### src/rtl/seg7_serializer.sv
// Streams a parallel segment word to a serial-in shift-register chain driving a 7-segment board.
// Optional macro SEG7_SERIALIZER_START_SYNC_EN adds a two-flop synchronizer on start.
module seg7_serializer #(
  parameter int DATA_BITS       = 64,
  parameter int DATA_COUNT_BITS = 6,
  parameter int DIR             = 0
) (
  input  logic                 clk,
  input  logic                 rst,
  input  logic                 start,
  input  logic [DATA_BITS-1:0] pdata,
  output logic                 s_clk,
  output logic                 s_clrn,
  output logic                 sout,
  output logic                 en
);

  localparam logic [0:0] IDLE  = 1'b0;
  localparam logic [0:0] SHIFT = 1'b1;
  localparam logic [DATA_COUNT_BITS-1:0] LAST_BIT = DATA_COUNT_BITS'(DATA_BITS - 1);

  logic [0:0]                 state;
  logic [DATA_BITS-1:0]       shreg;
  logic [DATA_BITS-1:0]       shifted;
  logic [DATA_COUNT_BITS-1:0] cnt;
  logic                       phase;
  logic                       start_q;
  logic                       start_s;
  logic                       rise;

`ifdef SEG7_SERIALIZER_START_SYNC_EN
  logic [1:0] sync;

  // start may come from another clock domain, so resynchronize before edge detection
  always_ff @(posedge clk) begin
    if (!rst) sync <= 2'b00;
    else      sync <= {sync[0], start};
  end

  assign start_s = sync[1];
`else
  assign start_s = start;
`endif

  assign rise = start_s & ~start_q;

  // Bits move toward the output end with zero fill, so an idle register leaves sout low
  always_comb begin
    shifted = shreg;
    if (DIR == 0) shifted = shreg << 1;
    else          shifted = shreg >> 1;
  end

  assign sout = (DIR == 0) ? shreg[DATA_BITS-1] : shreg[0];

  always_ff @(posedge clk) begin
    if (!rst) begin
      state   <= IDLE;
      shreg   <= '0;
      cnt     <= '0;
      phase   <= 1'b0;
      start_q <= 1'b0;
      s_clk   <= 1'b0;
      s_clrn  <= 1'b0;
      en      <= 1'b0;
    end else begin
      start_q <= start_s;
      s_clrn  <= 1'b1;
      case (state)
        IDLE: begin
          s_clk <= 1'b0;
          en    <= 1'b1;
          if (rise) begin
            shreg <= pdata;
            cnt   <= '0;
            phase <= 1'b0;
            en    <= 1'b0;
            state <= SHIFT;
          end
        end
        SHIFT: begin
          // phase 0 is data setup; phase 1 holds s_clk high for the external sampling edge
          if (!phase) begin
            phase <= 1'b1;
            s_clk <= 1'b1;
          end else begin
            phase <= 1'b0;
            s_clk <= 1'b0;
            shreg <= shifted;
            cnt   <= cnt + DATA_COUNT_BITS'(1);
            if (cnt == LAST_BIT) begin
              state <= IDLE;
              en    <= 1'b1;
            end
          end
        end
        default: begin
          state <= IDLE;
          s_clk <= 1'b0;
        end
      endcase
    end
  end

endmodule

### config.mk
export PLATFORM = sky130hd
export DESIGN_NAME = seg7_serializer
export DESIGN_NICKNAME = d
export VERILOG_FILES = /design/src/rtl/seg7_serializer.sv
export SDC_FILE = /design/constraint.sdc
export NUM_CORES = 1
export LEC_CHECK = 0
export CORE_MARGIN = 5
export CORE_UTILIZATION = 40
export CTS_CLUSTER_SIZE = 8
export DETAILED_ROUTE_END_ITERATION = 10
export GPL_TIMING_DRIVEN = 0
export SETUP_SLACK_MARGIN = 0.5
export SLEW_MARGIN = 20
export SYNTH_ARGS = -nofsm -noshare
export SYNTH_HDL_FRONTEND = slang
export SYNTH_SLANG_ARGS = --single-unit
### constraint.sdc
create_clock -name clk -period 1.7 [get_ports clk]
set_input_delay 0.17 -clock clk [delete_from_list [all_inputs] [get_ports clk]]
set_output_delay 0.17 -clock clk [all_outputs]
set_load 0.03 [all_outputs]
* Yosys cells after proc, flatten, opt, wreduce, memory -nomap -nowiden *
Index checks and enable logic that the tools add are counted.

word-level totals
  ROM bits = 0
  output and inout port bits = 4
  flip-flop bits (word level) = 76
  bits in latches = 0
  input port bits = 67
  bits in writable memories = 0
  logic and storage cells = 37
  memories kept = 0

cells by class
  multiplexer cells = 19
  $mul = 0
  bitwise gates (word level) = 3
  shift operators = 0
  $lt $le $gt $ge = 0
  add/sub/neg operators = 1
  div/mod/pow operators = 0
  reduce and logical (&&, ||, !) cells = 2
  equality and inequality tests = 4

operators with widths
  kind                                                                     number
  64-bit 2-to-1 mux                                                        2
  64-bit one-hot mux with 2 select lines                                   1
  6-bit 2-to-1 mux                                                         2
  6-bit one-hot mux with 2 select lines                                    1
  1-bit 2-to-1 mux                                                         9
  1-bit one-hot mux with 2 select lines                                    4
  6-bit by 1-bit adder with 6-bit output, second input constant            1
  6-bit == test, second input constant                                     1
  2-bit by 1-bit inequality test with 1-bit output, second input constant  2
  2-bit AND reduction                                                      2
  2-bit inequality test, second input constant                             1
  1-bit NOT                                                                2
  1-bit AND                                                                1

* Logic depth before layout (Yosys ltp) *
Gate-level depths: netlist (run 1).

  depth in word-level cells = 4
  mapped depth = 6
  gate-level depth less buffers = 4

* Least setup slack after synthesis (run 1) *
OpenSTA, ideal clock, no wires.

  kind = flip-flop to flip-flop
  from = reg state
  to = reg cnt[5]
  period minus slack after synthesis = 1.396 ns
  buffers on the path = 2
  setup time = 0.072 ns
  stages on the path, launching flop included = 6
  setup slack = 0.304 ns
  arrival time = 1.324 ns
  cell sequence = dfxtp_1 > buf_6 > or3b_1 > buf_6 > a211oi_2 > mux2i_1

on the way
  cells in the longest elaborated chain, start to end = 3
  elaborated cells on any way between the ends = 5
  those cells by class = eq/ne (2); mux (1); bitwise (1); reduce/logical (1)

ends and longest elaborated chain
  item                                    line  RTL
  start, declared                         22    logic [0:0] state;
  start signal, assigned                  58    state <= IDLE;
  start signal, assigned                  78    state <= SHIFT;
  start signal, assigned                  92    state <= IDLE;
  1-bit NOT                               n/a
  2-bit inequality test (no source line)  n/a
  2-bit AND reduction (no source line)    n/a
  end signal, assigned                    90    cnt <= cnt + DATA_COUNT_BITS'(1);
  end, declared                           25    logic [DATA_COUNT_BITS-1:0] cnt;

Parallel ways exist; a longest one is shown, timed or not.
A chain may end at the register's enable or synchronous reset.

* Final worst setup path (run 1) *
Ends and elaborated chain as after synthesis.

==> results of run 1 <==
[metrics by stage]
step / hold WS, ns / setup slack [ns] / total power, mW / setup TNS [ns] / utilization
5_1_grt: 0.289 / 0.205 / 4.74 / 0 / 0.553
3_3_place_gp: 0.461 / -0.193 / 2.88 / -4.68 / 0.510
6_report: 0.315 / 0.258 / 4.51 / 0 / 0.553
2_1_floorplan: 0.198 / 0.362 / 2.59 / 0 / -
4_1_cts: 0.296 / 0.266 / 4.54 / 0 / 0.546
3_5_place_dp: 0.468 / -0.211 / 2.90 / -5.40 / 0.510
[cell type report]
cell class / instances / area, um2 / area share
well taps: 108 / 135 / 0.0278
multi-input cells: 233 / 1920 / 0.394
flip-flops and latches: 76 / 1520 / 0.313
plain buffers: 39 / 344 / 0.0707
clock buffers: 9 / 124 / 0.0255
repair buffers: 73 / 719 / 0.148
clock inverters: 5 / 103 / 0.0211
[worst max-delay path: stages (launching register included)]
cell and delay [ns]:
dfxtp_1 0.31, buf_6 0.13, or3b_4 0.37, buf_6 0.15, a211oi_2 0.20, mux2i_1 0.22
[cell usage in the layout (no fill, tap or decap), types with 2 or more instances in the layout]
master	netlist	routed
nand2_1	7	6
clkbuf_8	0	9
bufinv_16	0	3
buf_2	13	4
dfxtp_1	76	75
o21ai_0	65	64
buf_6	8	10
nor2_1	3	3
clkdlybuf4s50_1	0	66
o211a_1	63	63
nand3b_1	4	4
clkdlybuf4s15_2	0	2
clkbuf_2	0	9
clkbuf_1	15	6
buf_4	2	5
mux2i_1	68	68
nand3_1	8	8
buf_8	0	9
[routing by layer]
| metal | track usage | routed length (um) | vias to the layer above |
|---|---|---|---|
| met3 | 0.0446 | 362 | 12 |
| met1 | 0.223 | 4360 | 1425 |
| met2 | 0.240 | 4000 | 56 |
| li1 | - | - | 1480 |
| met5 | 0 | 0 | - |
| met4 | 0.0478 | 129 | 0 |
[kinds of logic (layout without fill, tap and decap cells)]
family / count (synthesis) / after routing / share of synthesized area
buffers and inverters: 39 / 126 / 0.0633
muxes: 68 / 68 / 0.187
adders and majority gates: 1 / 1 / 0.00344
AOI/OAI and AO/OA: 135 / 135 / 0.279
xor gates and xnor gates: 1 / 1 / 0.00241
DFF: 76 / 76 / 0.418
and+or+nand+nor: 28 / 28 / 0.0461
[power groups by stage]
stage	Clock (mW)	Combinational (mW)	Sequential [mW]
finish	1.60	0.882	2.03
global route	1.73	0.964	2.05
detailed placement	0	0.832	2.07
floorplan	0	0.527	2.06
CTS	1.65	0.869	2.03
global placement	0	0.821	2.06
[synthesized netlist by cell type, drive strengths merged]
cell     number
dfxtp        76
mux2i        68
o21ai        65
o211a        63
buf          24
clkbuf       15
nand2         8
nand3         8
nand3b        4
a21boi        3
nor2          3
and2          2
o2111ai       2
a211oi        1
and3          1
ha            1
nor3b         1
o21a          1
or3b          1
xnor2         1
[worst paths after layout]
path,cells past startpoint,start,slack (ns),endpoint
min reg2reg,1,phase,0.48,s_clk
max,5,state,0.26,cnt[5]
max reg2reg,5,state,0.26,cnt[5]
min,1,rst,0.32,s_clrn
[flip-flops by register name, indices dropped and copies added, names as in the netlist]
name	cells
en	1
shreg	64
start_q	1
cnt	6
phase	1
s_clrn	1
s_clk	1
state	1
[what timing repair did]
item                       CTS  global route
pin swaps                    0             1
setup endpoints to repair   77            76
buffers inserted             1             2
gates resized for setup     38            28
gates cloned                 0             0
==> results.toml, run 1 <==
[logic_synthesis]
ys_warn_count = 0
syn_avg_cell_area_um2 = 10.5
syn-num-nets = 416
synth.ff_latch_count = 76
synthTopCellsByArea = "dfxtp_1 42%, mux2i_1 19%, o211a_1 17%"
ys_types = 25
synth_cells = 348
synth_seq_area_share = 0.418
synth_area_um2 = 3640
yosysTopAreaCellShare = 0.418
synth_top_area_cell = "dfxtp_1"

[cts]
clkLatencyLatePin_ns = 0.34
cts_buffers = 9
cts_tree = "yes"
clk_pin_slew_ns = 0.07
cts_buffer_depth = 2
ctsHoldBuffers = 0
htreeDepth = 3
cts.sinks = 76
root_buffer = "clkbuf_8"

[sta]
timing.final.crit_share = 0.848
tightestPinTransition_ns = 0.483
setup_viol = 0
fin_worst_skew_ns = 0.00978
slew_viol_final = 0
relSlewSlack = 0.678
fmax_mhz = 694
grt_setup_unrepaired = "true"
min_period_ns = 1.44
hold_viol_final = 0

[power_and_ir_drop]
vdd_drop_max_mv = 0.680
clkPwrFrac = 0.354
combPwrFrac = 0.196
swShare = 0.245
internal_power_mw = 3.41
switchingPower_mw = 1.11
seq_power_share = 0.450
pwr_density_cell_nw_per_um2 = 927
leakage_nw = 2.40

[setup_path]
critPathRequiredTime_ns = 1.96
cp_max_fo = 7
start_kind = "register"
critPathCaptureType = "register"
arrival_ns = 1.70
crit_type = "register to register"

[grt]
grt_pass1_vias = 2985
grt_max_degree = 13
track_usage = 0.160
grt_antenna_before_repair = 0
grt_overflow = 0
grt_pass1_wl_um = 14700

[floorplan]
chipWidth_um = 105
die_y_um = 105
dieArea_um2 = 11100
core_region_area_um2 = 8810
io_pins = 71
num_rows = 34
start_util = 0.413

[placed_design]
port-buffer-count = 70
dp_hpwl_um = 6120
place_congestion = 0.750
dp_cells = 526
placed_area_um2 = 4490

[detailed_routing]
via_per_inst = 5.48
dr.pass1.iters = 4
drc_errors = 0
vias = 2973
drtAntennaViolNets = 0
post_drt_wl_per_cell_um = 16.3
wirelength_um = 8850
drt_iter0_markers = 102

[cells_and_area]
area_growth_pct = 33.8
fillers = 824
layoutNonFillerInstCount = 543
finalNetCount = 500
n_antenna_cell = 0
drive_gt1_frac = 0.149
final_area_um2 = 4870

[run]
drv_cap = 0

[min_path]
hp-class = "input pin to register"

[run_status]
outcome = "finished clean"
Note: power is estimated with default switching activity, not from simulation.
==> run 2, diff against run 1 <==
--- a/config.mk
+++ b/config.mk
@@ -10,6 +10,7 @@
 export CTS_CLUSTER_SIZE = 8
 export DETAILED_ROUTE_END_ITERATION = 10
 export GPL_TIMING_DRIVEN = 0
+export PLACE_DENSITY = 0.67
 export SETUP_SLACK_MARGIN = 0.5
 export SLEW_MARGIN = 20
 export SYNTH_ARGS = -nofsm -noshare
==> constraint.sdc (replaced) <==
create_clock -name clk -period 1.25 [get_ports clk]
set_input_delay 0.125 -clock clk [delete_from_list [all_inputs] [get_ports clk]]
set_output_delay 0.125 -clock clk [all_outputs]
set_load 0.03 [all_outputs]
==> results.toml, run 2 (synthesis gave the netlist of run 1 again) <==
[run_status]
outcome = "finished with violations"
violations = "setup timing"

[detailed_routing]
drtAntennaViolNets = 0
drc_errors = 0
dr.pass1.iters = 4
vias = 3023
post_drt_wl_per_cell_um = 16.1
wirelength_um = 8890
via_per_inst = 5.49
drt_iter0_markers = 163

[setup_path]
cp_max_fo = 7
timing.reg2reg.worst_path_depth = 5
arrival_ns = 1.74
path_delay_family = "simple AND/OR/NAND/NOR gates"
r2r_slack_ns = -0.22
path_buf_inv = 2
critPathCaptureType = "register"
critPathRequiredTime_ns = 1.52
r2r-end = "cnt[5]"
max_stage_delay_ns = 0.38
path_cells = "buf_6 -> or3b_4 -> buf_8 -> a211oi_4 -> mux2i_1"
crit_type = "register to register"
timing.rr.start = "state"
critPathSlowestCell = "or3b_4"
start_kind = "register"

[sta]
timing.final.crit_share = 1.18
fmax_mhz = 678
hold_slack_ns = 0.0792
min_period_ns = 1.47
setup_viol = 73
fin_worst_skew_ns = 0.00913
slew_viol_final = 0
worst_slack_ns = -0.224
hold_viol_final = 0
tightestPinTransition_ns = 0.445
grt_setup_unrepaired = "true"
relSlewSlack = 0.703

[cts]
cts_tree = "yes"
ctsHoldBuffers = 0
cts_buffer_depth = 2
cts_buffers = 9
root_buffer = "clkbuf_8"
clkLatencyLatePin_ns = 0.34
clk_pin_slew_ns = 0.08
htreeDepth = 3
cts.sinks = 76

[placed_design]
port-buffer-count = 70
dp_hpwl_um = 6060
place_congestion = 0.779
post-place-ws_ns = -0.649
dp_cells = 526

[cells_and_area]
drive_gt1_frac = 0.174
final_cell_mix = "71 x dfxtp_1, 68 x mux2i_1, 65 x clkdlybuf4s50_1"
n_antenna_cell = 0
largestRegisters = "shreg x64, cnt x6"
fillers = 801
largest_reg_flops = 64
regMostFlops = "shreg"
layout_commonest_cell = "dfxtp_1"
finalNetCount = 506
layoutNonFillerInstCount = 551
area_growth_pct = 36.1

[grt]
track_usage = 0.155
grt_pass1_wl_um = 14300
grt_pass1_vias = 2991
grt_max_degree = 14
grt_overflow = 0
grt_antenna_before_repair = 0

[power_and_ir_drop]
pwr_density_cell_nw_per_um2 = 1180
leakage_nw = 2.44
vdd_drop_max_mv = 0.541

[floorplan]
io_pins = 71
chipWidth_um = 105
num_rows = 34
core_region_area_um2 = 8810
start_util = 0.413
die_y_um = 105
dieArea_um2 = 11100

[min_path]
hp-class = "input pin to register"
whs_path_depth = 1
whs_endpoint = "s_clrn"
min_from = "rst"

[run]
drv_cap = 0
==> run 2: cell types whose count changed in the layout (fill, tap and decap cells not counted), sizes merged <==
cell	previous run	this run
buf	28	38
clkinvlp	1	4
bufinv	3	1
clkbuf	25	23
clkdlybuf4s15	2	0
clkdlybuf4s50	66	65
dlygate4sd2	0	1
nand2	8	9
==> run 2: worst max-delay path by stage <==
stage	startpoint	end	slack, ns	depth (start not counted)
2_1_floorplan	state	cnt[5]	-0.09	5
3_3_place_gp	rst	shreg[22]	-0.61	5
3_5_place_dp	rst	shreg[18]	-0.65	5
4_1_cts	state	cnt[5]	-0.21	5
5_1_grt	state	cnt[5]	-0.26	5
6_report	state	cnt[5]	-0.22	5
==> run 2: repair_timing <==
item	in CTS	in global routing
setup endpoints to repair	79	78
resized for setup	72	26
gates cloned	2	0
setup buffers	2	5
pin swaps	1	2
==> run 2: stage by stage <==
step	cell area [um2]	setup TNS, ns	total power [mW]	utilization
2_1_floorplan	3660	-3.62	3.53	-
3_3_place_gp	4500	-35.73	3.92	0.511
3_5_place_dp	4500	-35.63	3.95	0.511
4_1_cts	4860	-12.37	5.87	0.552
5_1_grt	4950	-16.17	6.14	0.562
6_report	4950	-12.43	5.86	0.562
==> run 2: per-layer routing <==
metal / up-vias / routed length (um) / GRT usage
li1: 1493 / - / -
met1: 1449 / 4110 / 0.203
met2: 74 / 4270 / 0.256
met3: 7 / 427 / 0.0312
met4: 0 / 81 / 0.0506
met5: - / 0 / 0
==> run 2: worst register-to-register path, cell delays in order, from the launching register on <==
cell and delay, ns:
dfxtp_1 0.32, buf_6 0.14, or3b_4 0.38, buf_8 0.16, a211oi_4 0.21, mux2i_1 0.20
==> run 2: power breakdown <==
| part | total (mW) | internal (mW) | switching, mW |
|---|---|---|---|
| clock network | 1.83 | 0.919 | 0.909 |
| logic | 1.27 | 0.734 | 0.533 |
| registers | 2.77 | 2.65 | 0.120 |
| total | 5.86 | 4.30 | 1.56 |
==> run 2: final cells by class <==
| class | count | area (um2) | area share |
|---|---|---|---|
| Buffer | 39 | 370 | 0.0748 |
| Sequential cell | 76 | 1530 | 0.309 |
| Clock buffer | 10 | 128 | 0.0258 |
| Tap cell | 108 | 135 | 0.0273 |
| Timing Repair Buffer | 78 | 785 | 0.158 |
| Multi-Input combinational cell | 234 | 1940 | 0.392 |
| Clock inverter | 6 | 65.1 | 0.0131 |
